## src/rtl/cache_mem_responder_pkg.sv

```systemverilog
// rtl/cache_mem_responder_pkg.sv - shared types and defaults for the cache memory responder
//
// Purpose: word and RAM-handshake types, responder FSM states and default
// watchdog/block parameters used by the responder and its bench.
// Ports: none (package).

package cache_mem_responder_pkg;

  typedef logic [31:0] word_t;

  // RAM handshake reported by the memory model/controller.
  typedef enum logic [1:0] {
    FREE   = 2'd0,
    BUSY   = 2'd1,
    ACCESS = 2'd2,
    ERROR  = 2'd3
  } ramstate_t;

  // Responder arbitration states.
  typedef enum logic [1:0] {
    IDLE = 2'd0,
    DGNT = 2'd1,
    IGNT = 2'd2,
    ERR  = 2'd3
  } resp_state_t;

  localparam int RESP_TIMEOUT_DEFAULT        = 255;
  localparam int RESP_BLOCK_WORD_BIT_DEFAULT = 2;
  localparam int RESP_CNT_W                  = 8;

endpackage

```

## src/rtl/cache_mem_responder_flex_counter.sv

```systemverilog
// rtl/cache_mem_responder_flex_counter.sv - clearable up-counter for the RAM watchdog
//
// Purpose: counts cycles while count_enable_i is high, returns to zero on
// clear_i (clear wins over enable) or reset.
// Ports:
//   CLK            in  clock, rising edge
//   nRST           in  synchronous active-low reset
//   clear_i        in  force count to zero
//   count_enable_i in  increment this cycle
//   count_o        out current count

module cache_mem_responder_flex_counter #(
  parameter int W = 8
) (
  input  logic         CLK,
  input  logic         nRST,
  input  logic         clear_i,
  input  logic         count_enable_i,
  output logic [W-1:0] count_o
);

  logic [W-1:0] count_q;
  logic [W-1:0] count_d;

  always_comb begin
    count_d = count_q;
    if (clear_i) begin
      count_d = '0;
    end else if (count_enable_i) begin
      count_d = count_q + 1'b1;
    end
  end

  always_ff @(posedge CLK) begin
    if (!nRST) begin
      count_q <= '0;
    end else begin
      count_q <= count_d;
    end
  end

  assign count_o = count_q;

endmodule

```

## src/rtl/cache_mem_responder.sv

```systemverilog
// rtl/cache_mem_responder.sv - arbitrates icache/dcache requests onto one RAM port
//
// Purpose: grants the single RAM port to the dcache (priority) or icache,
// holds a dcache grant across a two-word block, forwards RAM data and
// handshake as iwait/dwait, and latches memerr on RAM error or stall.
// Ports:
//   CLK, nRST                 clock (rising) and synchronous active-low reset
//   iREN, iaddr               icache read request and word address
//   iwait, iload              icache stall and instruction data
//   dREN, dWEN, daddr, dstore dcache read/write request, address, write data
//   dwait, dload              dcache stall and read data
//   ramREN, ramWEN            RAM read/write enables
//   ramaddr, ramstore         RAM address and write data
//   ramload, ramstate         RAM read data and handshake
//   memerr                    sticky error, cleared only by reset

module cache_mem_responder
  import cache_mem_responder_pkg::*;
#(
  parameter int RAM_TIMEOUT    = RESP_TIMEOUT_DEFAULT,
  parameter int BLOCK_WORD_BIT = RESP_BLOCK_WORD_BIT_DEFAULT
) (
  input  logic      CLK,
  input  logic      nRST,
  input  logic      iREN,
  input  word_t     iaddr,
  output logic      iwait,
  output word_t     iload,
  input  logic      dREN,
  input  logic      dWEN,
  input  word_t     daddr,
  input  word_t     dstore,
  output logic      dwait,
  output word_t     dload,
  output logic      ramREN,
  output logic      ramWEN,
  output word_t     ramaddr,
  output word_t     ramstore,
  input  word_t     ramload,
  input  ramstate_t ramstate,
  output logic      memerr
);

  // The counter holds the number of earlier consecutive stalled grant
  // cycles, so the RAM_TIMEOUT-th stall is the one seen with this value.
  localparam logic [RESP_CNT_W-1:0] TIMEOUT_LAST = RESP_CNT_W'(RAM_TIMEOUT - 1);

  resp_state_t            state_q;
  resp_state_t            state_d;
  logic [RESP_CNT_W-1:0]  stall_cnt;
  logic                   granted;
  logic                   access;
  logic                   stall;
  logic                   timeout_hit;
  logic                   ram_fault;

  assign granted     = (state_q == DGNT) || (state_q == IGNT);
  assign access      = (ramstate == ACCESS);
  assign stall       = granted && !access;
  assign timeout_hit = stall && (stall_cnt == TIMEOUT_LAST);
  assign ram_fault   = granted && ((ramstate == ERROR) || timeout_hit);

  cache_mem_responder_flex_counter #(
    .W (RESP_CNT_W)
  ) u_watchdog (
    .CLK            (CLK),
    .nRST           (nRST),
    .clear_i        (!granted || access),
    .count_enable_i (stall),
    .count_o        (stall_cnt)
  );

  always_ff @(posedge CLK) begin
    if (!nRST) begin
      state_q <= IDLE;
    end else begin
      state_q <= state_d;
    end
  end

  always_comb begin
    state_d  = state_q;
    ramREN   = 1'b0;
    ramWEN   = 1'b0;
    ramaddr  = '0;
    ramstore = '0;
    iload    = '0;
    dload    = '0;
    iwait    = 1'b1;
    dwait    = 1'b1;
    memerr   = 1'b0;

    case (state_q)
      IDLE: begin
        if (dREN || dWEN) begin
          state_d = DGNT;
        end else if (iREN) begin
          state_d = IGNT;
        end
      end

      DGNT: begin
        ramWEN   = dWEN;
        ramREN   = dREN && !dWEN;
        ramaddr  = daddr;
        ramstore = dstore;
        dload    = ramload;
        dwait    = !access;
        // A withdrawn request releases the lock even before the second word,
        // which is how single-word writes get out of DGNT.
        if (ram_fault) begin
          state_d = ERR;
        end else if (!(dREN || dWEN)) begin
          state_d = IDLE;
        end else if (access && daddr[BLOCK_WORD_BIT]) begin
          state_d = IDLE;
        end
      end

      IGNT: begin
        ramREN  = iREN;
        ramaddr = iaddr;
        iload   = ramload;
        iwait   = !access;
        if (ram_fault) begin
          state_d = ERR;
        end else if (access || !iREN) begin
          state_d = IDLE;
        end
      end

      ERR: begin
        memerr = 1'b1;
      end

      default: begin
        state_d = IDLE;
      end
    endcase
  end

endmodule

```

## config.mk

```make
export PLATFORM = sky130hd
export DESIGN_NAME = cache_mem_responder
export DESIGN_NICKNAME = d
export VERILOG_FILES = /design/src/rtl/cache_mem_responder_pkg.sv /design/src/rtl/cache_mem_responder_flex_counter.sv /design/src/rtl/cache_mem_responder.sv
export SDC_FILE = /design/constraint.sdc
export NUM_CORES = 1
export LEC_CHECK = 0
export CORE_AREA = 2 2 104 106
export CTS_CLUSTER_DIAMETER = 200
export DETAILED_ROUTE_END_ITERATION = 16
export DIE_AREA = 0 0 106 108
export GPL_TIMING_DRIVEN = 0
export SLEW_MARGIN = 20
export SYNTH_ARGS = -nofsm -noshare
export SYNTH_HDL_FRONTEND = slang
export SYNTH_SLANG_ARGS = --single-unit
export TNS_END_PERCENT = 50
```

## constraint.sdc

```tcl
create_clock -name CLK -period 2.6 [get_ports CLK]
set_input_delay 0.26 -clock CLK [delete_from_list [all_inputs] [get_ports CLK]]
set_output_delay 0.26 -clock CLK [all_outputs]
set_load 0.01 [all_outputs]
```

Word level (Yosys, flattened, before mapping)
Cells that the tools add are included.
{"block": "word_totals", "register_bits": 10, "inputBits": 135, "output_inout_bits": 133, "word_cells": 48}
{"block": "op_classes", "n_addsub": 1, "n_eq_ne": 9, "muxes": 17, "bitwise": 1, "reduce_logical": 18}
{"op": "32-bit 2-to-1 mux", "n": 3}
{"op": "32-bit case mux with 2 select lines", "n": 1}
{"op": "2-bit 2-to-1 mux", "n": 7}
{"op": "8-bit by 1-bit adder with 8-bit output (second input constant)", "n": 1}
{"op": "2-bit equality test (second input constant)", "n": 4}
{"op": "8-bit equality test (second input constant)", "n": 1}
{"op": "2-bit case mux with 3 select lines", "n": 1}
{"op": "1-bit logical AND", "n": 5}
{"op": "1-bit logical OR", "n": 5}
{"op": "1-bit logical NOT", "n": 4}
{"op": "1-bit 2-to-1 mux", "n": 4}
{"op": "4-bit by 3-bit inequality test with 1-bit output (second input constant)", "n": 1}
{"op": "4-bit AND reduction", "n": 1}
{"op": "3-bit by 2-bit inequality test with 1-bit output (second input constant)", "n": 1}
{"op": "3-bit inequality test (second input constant)", "n": 1}
{"op": "3-bit nonzero test", "n": 1}
{"op": "2-bit by 1-bit equality test with 1-bit output (second input constant)", "n": 1}
{"op": "2-bit logical NOT", "n": 1}
{"op": "1-bit case mux with 2 select lines", "n": 1}
{"op": "2-bit OR reduction", "n": 1}
{"op": "1-bit inverter", "n": 1}

Depth between registers and ports, before layout
Gate-level depths: netlist of run 1.
{"block": "depth", "depth_word": 8, "ltp_mapped": 7, "ltp_nobuf": 6}

Hierarchy
Synthesis of run 1 repeated with hierarchy kept, for this count alone.
{"block": "unflattened", "cells_unflattened": 254, "hier_area_um2": 1657.8}
{"module": "cache_mem_responder", "n_inst": 1, "cells_per_inst": 216, "area_per_inst_um2": 1318.8, "seq_area_each_um2": 40.0}
{"module": "cache_mem_responder_flex_counter", "n_inst": 1, "cells_per_inst": 38, "area_per_inst_um2": 339.1, "seq_area_each_um2": 160.2}

Least setup slack after synthesis of run 1
Ideal clock, no wire load.
{"block": "synth_path", "path_kind": "reg-to-output", "startpoint": "register state_q[0]", "endpoint": "output ramaddr[0]", "arrival_ps": 1355, "setup_slack_ps": 985, "stages_incl_launch_ff": 6, "cell_sequence": "dfxtp_1 > inv_1 > ha_1 > buf_2 > clkbuf_1 > nor2b_1"}
{"block": "synth_between", "elab_chain_cells": 2, "word_cells_on_any_way": 3, "classes_between": "2 x eq/ne; 1 x mux"}
{"element": "start: declaration", "line": "cache_mem_responder.sv:48", "text": "resp_state_t state_q;"}
{"element": "start signal: assignment", "line": "cache_mem_responder.sv:77", "text": "state_q <= state_d;"}
{"element": "2-bit equality test or 2-bit by 1-bit equality test with 1-bit output (tied branches)", "line": "cache_mem_responder.sv:93", "text": "case (state_q)"}
{"element": "32-bit case mux with 2 select lines (*)", "line": "cache_mem_responder.sv:93"}
{"element": "end: declaration", "line": "cache_mem_responder.sv:37", "text": "output word_t ramaddr,"}
Mark *: on every way between the ends. The rest lies on a longest branch, timed or not.

Worst setup path in the final report of run 1
{"block": "layout_path", "startpoint": "register state_q[1]", "endpoint": "output dload[19]"}
{"block": "layout_between", "elab_chain_cells": 2}
{"element": "2-bit by 1-bit equality test with 1-bit output", "line": "cache_mem_responder.sv:93"}
{"element": "32-bit 2-to-1 mux", "line": "cache_mem_responder.sv:93"}
{"element": "end: declaration", "line": "cache_mem_responder.sv:34", "text": "output word_t dload,"}
Every way passes these cells.

==> results of run 1 <==
-- cells in the mapped netlist --
library cell / n
sky130_fd_sc_hd__nor2b_1: 32
sky130_fd_sc_hd__a211oi_1: 2
sky130_fd_sc_hd__nand4_2: 1
sky130_fd_sc_hd__and2b_2: 1
sky130_fd_sc_hd__o31ai_4: 1
sky130_fd_sc_hd__a21oi_1: 1
sky130_fd_sc_hd__dfxtp_1: 10
sky130_fd_sc_hd__a31o_2: 1
sky130_fd_sc_hd__nand3_1: 4
sky130_fd_sc_hd__inv_1: 5
sky130_fd_sc_hd__nand2_1: 7
sky130_fd_sc_hd__a21boi_0: 1
sky130_fd_sc_hd__a22oi_1: 32
sky130_fd_sc_hd__buf_2: 6
sky130_fd_sc_hd__clkbuf_1: 15
sky130_fd_sc_hd__and2_1: 97
sky130_fd_sc_hd__a2111oi_0: 2
sky130_fd_sc_hd__a31oi_1: 1
sky130_fd_sc_hd__xor2_1: 2
sky130_fd_sc_hd__o22a_1: 1
sky130_fd_sc_hd__nor3_1: 2
sky130_fd_sc_hd__o22ai_1: 1
sky130_fd_sc_hd__nand3b_1: 2
sky130_fd_sc_hd__nor2_1: 12
sky130_fd_sc_hd__and3b_1: 1
sky130_fd_sc_hd__o21ai_0: 4
sky130_fd_sc_hd__or3_1: 1
sky130_fd_sc_hd__xnor2_1: 3
sky130_fd_sc_hd__buf_1: 1
sky130_fd_sc_hd__ha_1: 7
-- cells by family (layout without fill, tap and decap cells) --
kind of cell    Yosys count  count (layout)  share of synthesized area (%)
simple gates            160             160                          54.63
fa+ha+maj                 7               7                          4.986
xor+xnor                  5               5                          2.493
compound gates           47              47                          20.30
other cells               0               2                              0
flops                    10              10                          11.40
buf+inv                  27             297                          6.196
-- power groups by stage --
stage / Clock (mW) / Sequential (mW) / Combinational (mW)
4_1_cts: 0.157 / 0.209 / 2.91
2_1_floorplan: 0 / 0.202 / 1.31
3_3_place_gp: 0 / 0.211 / 2.85
6_report: 0.152 / 0.213 / 2.90
5_1_grt: 0.167 / 0.218 / 3.14
3_5_place_dp: 0 / 0.211 / 2.87
-- flip-flops by register name (all words and copies together), names as in the netlist --
name / flops
u_watchdog.count_o: 8
state_q: 2
-- final cells by class --
cell class | instances | area (um^2)
Buffer | 22 | 115.1
Fill cell | 1015 | 5558
Multi-Input combinational cell | 219 | 1448
Sequential cell | 10 | 202.7
Tap cell | 136 | 170.2
Timing Repair Buffer | 267 | 2673
Clock buffer | 3 | 41.29
Inverter | 5 | 18.77
Antenna cell | 2 | 5.005
-- routing by layer --
layer	routed length, um	GRT usage [%]
met2	5533	34.33
met1	4871	23.52
met3	1370	8.680
met5	46	0
met4	106	2.726
-- how the worst max path moves through the flow --
stage,start,end,slack (ps),cells past startpoint
floorplan,state_q[0]$_SDFFE_PN0P_,ramaddr[0],980,5
global placement,state_q[0]$_SDFFE_PN0P_,ramREN,150,6
detailed placement,state_q[0]$_SDFFE_PN0P_,dload[19],90,6
CTS,state_q[1]$_SDFFE_PN0P_,iload[22],30,5
global route,state_q[1]$_SDFFE_PN0P_,dload[19],1,7
finish,state_q[1]$_SDFFE_PN0P_,dload[19],130,7
-- metrics by stage --
step | hold slack [ps] | std cells | setup WS, ps | cell area (um^2) | util (%)
finish | 475.6 | 664 | 133.6 | 4673 | 45.68
global route | 504.0 | 662 | 1.489 | 4668 | 45.63
CTS | 478.1 | 662 | 33.75 | 4652 | 45.47
detailed placement | 468.5 | 659 | 94.39 | 4599 | 44.96
global placement | 458.5 | 659 | 145.6 | 4599 | 44.96
floorplan | 409.9 | 256 | 984.7 | 1757 | -
-- what timing repair did --
action,4_1_cts,5_1_grt
cloned,0,0
endpoints found under the setup margin,39,76
resized for setup,8,15
==> flow_summary_export.csv, run 1 <==
group,metric,value,unit
status,status,"finished clean",
sta,setup_tns_after_final_layout,0,ps
logic_synthesis,post-synth-top-area-cell,"sky130_fd_sc_hd__and2_1",
die,number_of_standard_cell_rows_in_the_floorplan,37,
clock_network,clkSlewWorstSetupHoldPaths,40,ps
logic_synthesis,synth_sequential_area_ratio,11.40,%
pwr,total_power,3.263,mW
grt,antenna_found_initial,4,
pwr,switchingPower,1.385,mW
die,design.portCount,268,
setup_path,critical_path_source_type,"flip-flop",
sta,worst_margin_pin_slew,409.2,ps
logic_synthesis,synth.yosys.warnings,0,
grt,grt_pass1_wl,17.44,mm
routing,drt_wl_total,11.93,mm
routing,firstDrtPassIters,5,
logic_synthesis,post-synth-top-area-fraction,34.54,%
grt,globalRouteTotalUtil,19.90,%
setup_path,worstPathMaxFanout,10,
clock_network,cts_buffer_depth,2,
grt,grt_remaining_overflow,0,
flow_run,timing.max_cap.violations,0,
clock_network,cts_buffers,3,
setup_path,timing.critical_path.slowest_cell_delay,550,ps
setup_path,worst_r2r_startpoint,"state_q[1]$_SDFFE_PN0P_",
sta,worst_slew_margin_rel,72.01,%
cells_and_area,layout.cells.most_common_list,"sky130_fd_sc_hd__clkdlybuf4s50_1 (267), sky130_fd_sc_hd__and2_1 (97), sky130_fd_sc_hd__a22oi_1 (32), sky130_fd_sc_hd__nor2b_1 (32), sky130_fd_sc_hd__nor2_1 (12)",
cells_and_area,layout.nets,670,
setup_path,worst_ep_arrival,2210,ps
routing,routed_wire_length_per_instance,17.97,um
clock_network,clock_tree.htree_level_count,1,
sta,report.final.hold_viol_count,0,
placed_design,place_congestion,0.8176,
pwr,power.clock.fraction,4.7,%
clock_network,cts_tree,"yes",
logic_synthesis,yosys_cell_types,30,
routing,first_iter_violations,94,
grt,maximum_number_of_pins_on_one_net_before_global_route_repair,11,
logic_synthesis,mappedNetlistArea,1757,um^2
setup_path,rr_worst_depth,7,
setup_path,worst_r2r_endpoint,"state_q[1]$_SDFFE_PN0P_",
die,start_util,17.17,%
sta,timing.fmax,405.5,MHz
sta,timing_max_transition_violations_final,0,
routing,postRouteAntennaNets,0,
sta,layout_worst_path_cycle_share,94.86,%
die,core-area,10230,um^2
routing,drc_errors,0,
pwr,ir_worst_vdd,0.0003187,V
cells_and_area,layout-drive-gt1-share,4.753,%
clock_network,cts_setup_buffers,0,
placed_design,port_buffers,267,
placed_design,detailed_place_hpwl,10.23,mm
routing,detail_route.vias_per_cell,4.203,
worst_hold_path,worst_hold_path_type,"flip-flop to flip-flop",
setup_path,end_kind,"output pin",
die,die_area,11450,um^2
cells_and_area,most_common_cell_after_layout_fill_and_taps_aside,"sky130_fd_sc_hd__clkdlybuf4s50_1",
logic_synthesis,synth_seq_cells,10,
setup_path,required,2340,ps
pwr,comb_power_share,88.8,%
pwr,power_frac_seq,6.5,%
sta,report.final.setup_viol,0,
sta,final.setup_skew,0.9330,ps
worst_hold_path,whs_path_depth,1,
clock_network,hold_buffers,0,
sta,layout_min_cycle_time,2466,ps
clock_network,worst_skew_pair.late_latency,230,ps
worst_hold_path,holdCritStartpoint,"u_watchdog.count_o[0]$_SDFFE_PP0P_",
pwr,power_density,698.3,nW/um^2
die,die_height,108,um
setup_path,worst-r2r-setup-slack,880,ps
setup_path,path_class,"flip-flop to output pin",
setup_path,cpMaxStageDelayCell,"sky130_fd_sc_hd__clkdlybuf4s50_1",
grt,grt_pass1_vias,2861,
logic_synthesis,synthesis.instances,256,
pwr,power.share.switching,42.44,%
clock_network,cts.root.buffer_cell,"sky130_fd_sc_hd__clkbuf_8",
setup_path,critPathBufInv,5,
setup_path,critical_path.cell_chain,"inv_1, ha_1, buf_2, buf_4, clkbuf_2, and2_1, clkdlybuf4s50_1",
pwr,static-leakage-power,1.696,nW
cells_and_area,area_growth,166.0,%
logic_synthesis,netlist_top_cells_area,"sky130_fd_sc_hd__and2_1 (35%), sky130_fd_sc_hd__a22oi_1 (14%), sky130_fd_sc_hd__dfxtp_1 (11%), sky130_fd_sc_hd__nor2b_1 (11%), sky130_fd_sc_hd__ha_1 (5.0%)",
clock_network,tritoncts_num_sinks,10,
die,die-width,106,um
worst_hold_path,timing.hold.worst_endpoint,"u_watchdog.count_o[0]$_SDFFE_PP0P_",
pwr,internal_power,1.879,mW
setup_path,worst_path_dominant_cell_family,"buffers and inverters",
routing,dr_total_vias,2791,
sta,rsz0062_at_grt,"false",
logic_synthesis,synthesis.nets,398,
logic_synthesis,syn_area_per_cell,6.862,um^2
No activity file was read; power rests on OpenSTA's default activity.
==> run 2: changes to the inputs <==
SKIP_LAST_GASP = 1   (was not set)
==> run 2 against run 1 <==
  * Cell area about the same
  * Largest cell class unchanged
  * Cell count unchanged
  * Highest routed layer unchanged
  * Clock power about the same
  * Worst hold slack unchanged
  * Largest power group unchanged
  * Non-clock buffer count unchanged
  * First-iteration DRC count increased by 16%
  * Clock-buffer cell count unchanged
==> flow_summary_export.csv, run 2 (synthesis gave the netlist of run 1 again) <==
group,metric,value,unit
status,status,"finished clean",
sta,report.final.setup_viol,0,
cells_and_area,layout-drive-gt1-share,4.563,%
clock_network,cts_setup_buffers,0,
sta,worst_margin_pin_slew,529.0,ps
cells_and_area,area.sequential,202.7,um^2
setup_path,worst_ep_arrival,2210,ps
placed_design,port_buffers,267,
clock_network,cts_buffer_depth,2,
sta,timing.fmax,404.9,MHz
routing,drt_wl_total,11.94,mm
cells_and_area,largest_reg_flops,8,
sta,layout_min_cycle_time,2469,ps
worst_hold_path,holdCritStartpoint,"u_watchdog.count_o[0]$_SDFFE_PP0P_",
setup_path,critPathBufInv,3,
routing,detail_route.vias_per_cell,4.211,
die,start_util,17.17,%
cells_and_area,layout.cells.most_common_list,"sky130_fd_sc_hd__clkdlybuf4s50_1 (267), sky130_fd_sc_hd__and2_1 (97), sky130_fd_sc_hd__a22oi_1 (32), sky130_fd_sc_hd__nor2b_1 (32), sky130_fd_sc_hd__nor2_1 (12)",
setup_path,rr_worst_depth,7,
setup_path,end_kind,"output pin",
setup_path,critical_path_depth,6,
clock_network,clkSlewWorstSetupHoldPaths,40,ps
grt,maximum_number_of_pins_on_one_net_before_global_route_repair,11,
setup_path,worst-r2r-setup-slack,880,ps
setup_path,path_class,"flip-flop to output pin",
setup_path,worstSetupEndpoint,"ramaddr[4]",
placed_design,detailed_place_hpwl,10.23,mm
setup_path,worstPathMaxFanout,10,
clock_network,tritoncts_num_sinks,10,
routing,firstDrtPassIters,5,
sta,timing_max_transition_violations_final,0,
worst_hold_path,whs_path_depth,1,
cells_and_area,area_growth,165.8,%
pwr,power_density,697.3,nW/um^2
setup_path,timing.critical_path.slowest_cell_delay,570,ps
sta,layout_worst_path_cycle_share,94.98,%
setup_path,critical_path_source_type,"flip-flop",
sta,final.setup_skew,0.9716,ps
die,design.portCount,268,
sta,report.final.hold_viol_count,0,
setup_path,worst_r2r_startpoint,"state_q[1]$_SDFFE_PN0P_",
sta,rsz0062_at_grt,"true",
clock_network,worst_skew_pair.late_latency,230,ps
clock_network,cts_tree,"yes",
setup_path,required,2340,ps
grt,grt_remaining_overflow,0,
routing,postRouteAntennaNets,0,
flow_run,timing.max_cap.violations,0,
routing,dr_total_vias,2796,
pwr,static-leakage-power,1.692,nW
cells_and_area,layout.nets,670,
grt,grt_pass1_vias,2861,
clock_network,cts.root.buffer_cell,"sky130_fd_sc_hd__clkbuf_8",
setup_path,worstSetupStartpoint,"state_q[0]$_SDFFE_PN0P_",
cells_and_area,multiInputGateArea,1448,um^2
routing,routed_wire_length_per_instance,17.99,um
grt,antenna_found_initial,4,
die,number_of_standard_cell_rows_in_the_floorplan,37,
routing,first_iter_violations,109,
sta,worst_slew_margin_rel,64.73,%
pwr,total_power,3.256,mW
setup_path,worst_r2r_endpoint,"state_q[1]$_SDFFE_PN0P_",
worst_hold_path,worst_hold_path_type,"flip-flop to flip-flop",
grt,grt_pass1_wl,17.44,mm
placed_design,place_congestion,0.8176,
routing,drc_errors,0,
die,die-width,106,um
clock_network,cts_buffers,3,
grt,globalRouteTotalUtil,19.90,%
pwr,ir_worst_vdd,0.0003279,V
clock_network,clock_tree.htree_level_count,1,
cells_and_area,most_common_cell_after_layout_fill_and_taps_aside,"sky130_fd_sc_hd__clkdlybuf4s50_1",
setup_path,critical_path.cell_chain,"inv_1, ha_1, clkbuf_1, a22oi_1, nor2b_1, clkdlybuf4s50_1",
die,core-area,10230,um^2
sta,finalHoldWorstSlack,475.6,ps
cells_and_area,filler_cell_count,1014,
die,die_height,108,um
die,die_area,11450,um^2
setup_path,cpMaxStageDelayCell,"sky130_fd_sc_hd__clkdlybuf4s50_1",
setup_path,worst_path_dominant_cell_family,"buffers and inverters",
-- run 2: area by class of cell --
class	instances	share of cell area (%)
Sequential cell	10	4.341
Multi-Input combinational cell	219	31.00
Buffer	22	2.385
Antenna cell	2	0.1072
Inverter	5	0.4019
Timing Repair Buffer	267	57.23
Tap cell	136	3.644
Clock buffer	3	0.8842
-- run 2: worst min-delay path by stage --
stage / end / slack (ps)
final: u_watchdog.count_o[0]$_SDFFE_PP0P_ / 480
after global routing: u_watchdog.count_o[0]$_SDFFE_PP0P_ / 500
after CTS: u_watchdog.count_o[0]$_SDFFE_PP0P_ / 480
after detailed placement: u_watchdog.count_o[0]$_SDFFE_PP0P_ / 470
after global placement: u_watchdog.count_o[0]$_SDFFE_PP0P_ / 460
after floorplan: state_q[0]$_SDFFE_PN0P_ / 410
-- run 2: timing repair --
item                                    in CTS  in global routing
hold buffers                                 0                  0
resized for setup                            6                 13
endpoints found under the setup margin      39                 76
-- run 2: worst register-to-register path, cell delays in order, from the launching register on --
cell and delay, ps:
sky130_fd_sc_hd__dfxtp_2 370, sky130_fd_sc_hd__inv_1 70, sky130_fd_sc_hd__ha_1 170, sky130_fd_sc_hd__clkbuf_4 190
sky130_fd_sc_hd__o21ai_0 120, sky130_fd_sc_hd__o22ai_1 130, sky130_fd_sc_hd__a2111oi_0 430, sky130_fd_sc_hd__a211oi_1 90
-- run 2: power breakdown --
part / internal (mW) / switching [mW]
Sequential: 0.180 / 0.0330
Clock: 0.101 / 0.0517
Combinational: 1.59 / 1.30
-- run 2: stage by stage --
stage                     utilization (%)  worst slack [ps]  area, um^2  instances  setup TNS, ps
after floorplan                         -             984.7        1757        256              0
after global placement              44.96             145.6        4599        659              0
after detailed placement            44.96             94.39        4599        659              0
after CTS                           45.43            -43.58        4648        662         -120.4
after global routing                45.59            -8.116        4664        662         -8.116
final                               45.64             130.5        4669        664              0
-- run 2: metal layers --
metal | share of wire, % | routed length (um) | up-vias | global-route usage [%]
li1 | - | - | 1393 | -
met1 | 41 | 4862 | 1236 | 23.52
met2 | 46 | 5535 | 147 | 34.33
met3 | 12 | 1391 | 14 | 8.680
met4 | 0.89 | 106 | 6 | 2.726
met5 | 0.39 | 46 | - | 0
==> run 3: changes to the inputs <==
HOLD_SLACK_MARGIN = 0.02   (was not set)
SLEW_MARGIN = not set   (was 20)
==> results of run 3 <==
No change in the layout: final DEF, timing and power equal those of run 2.
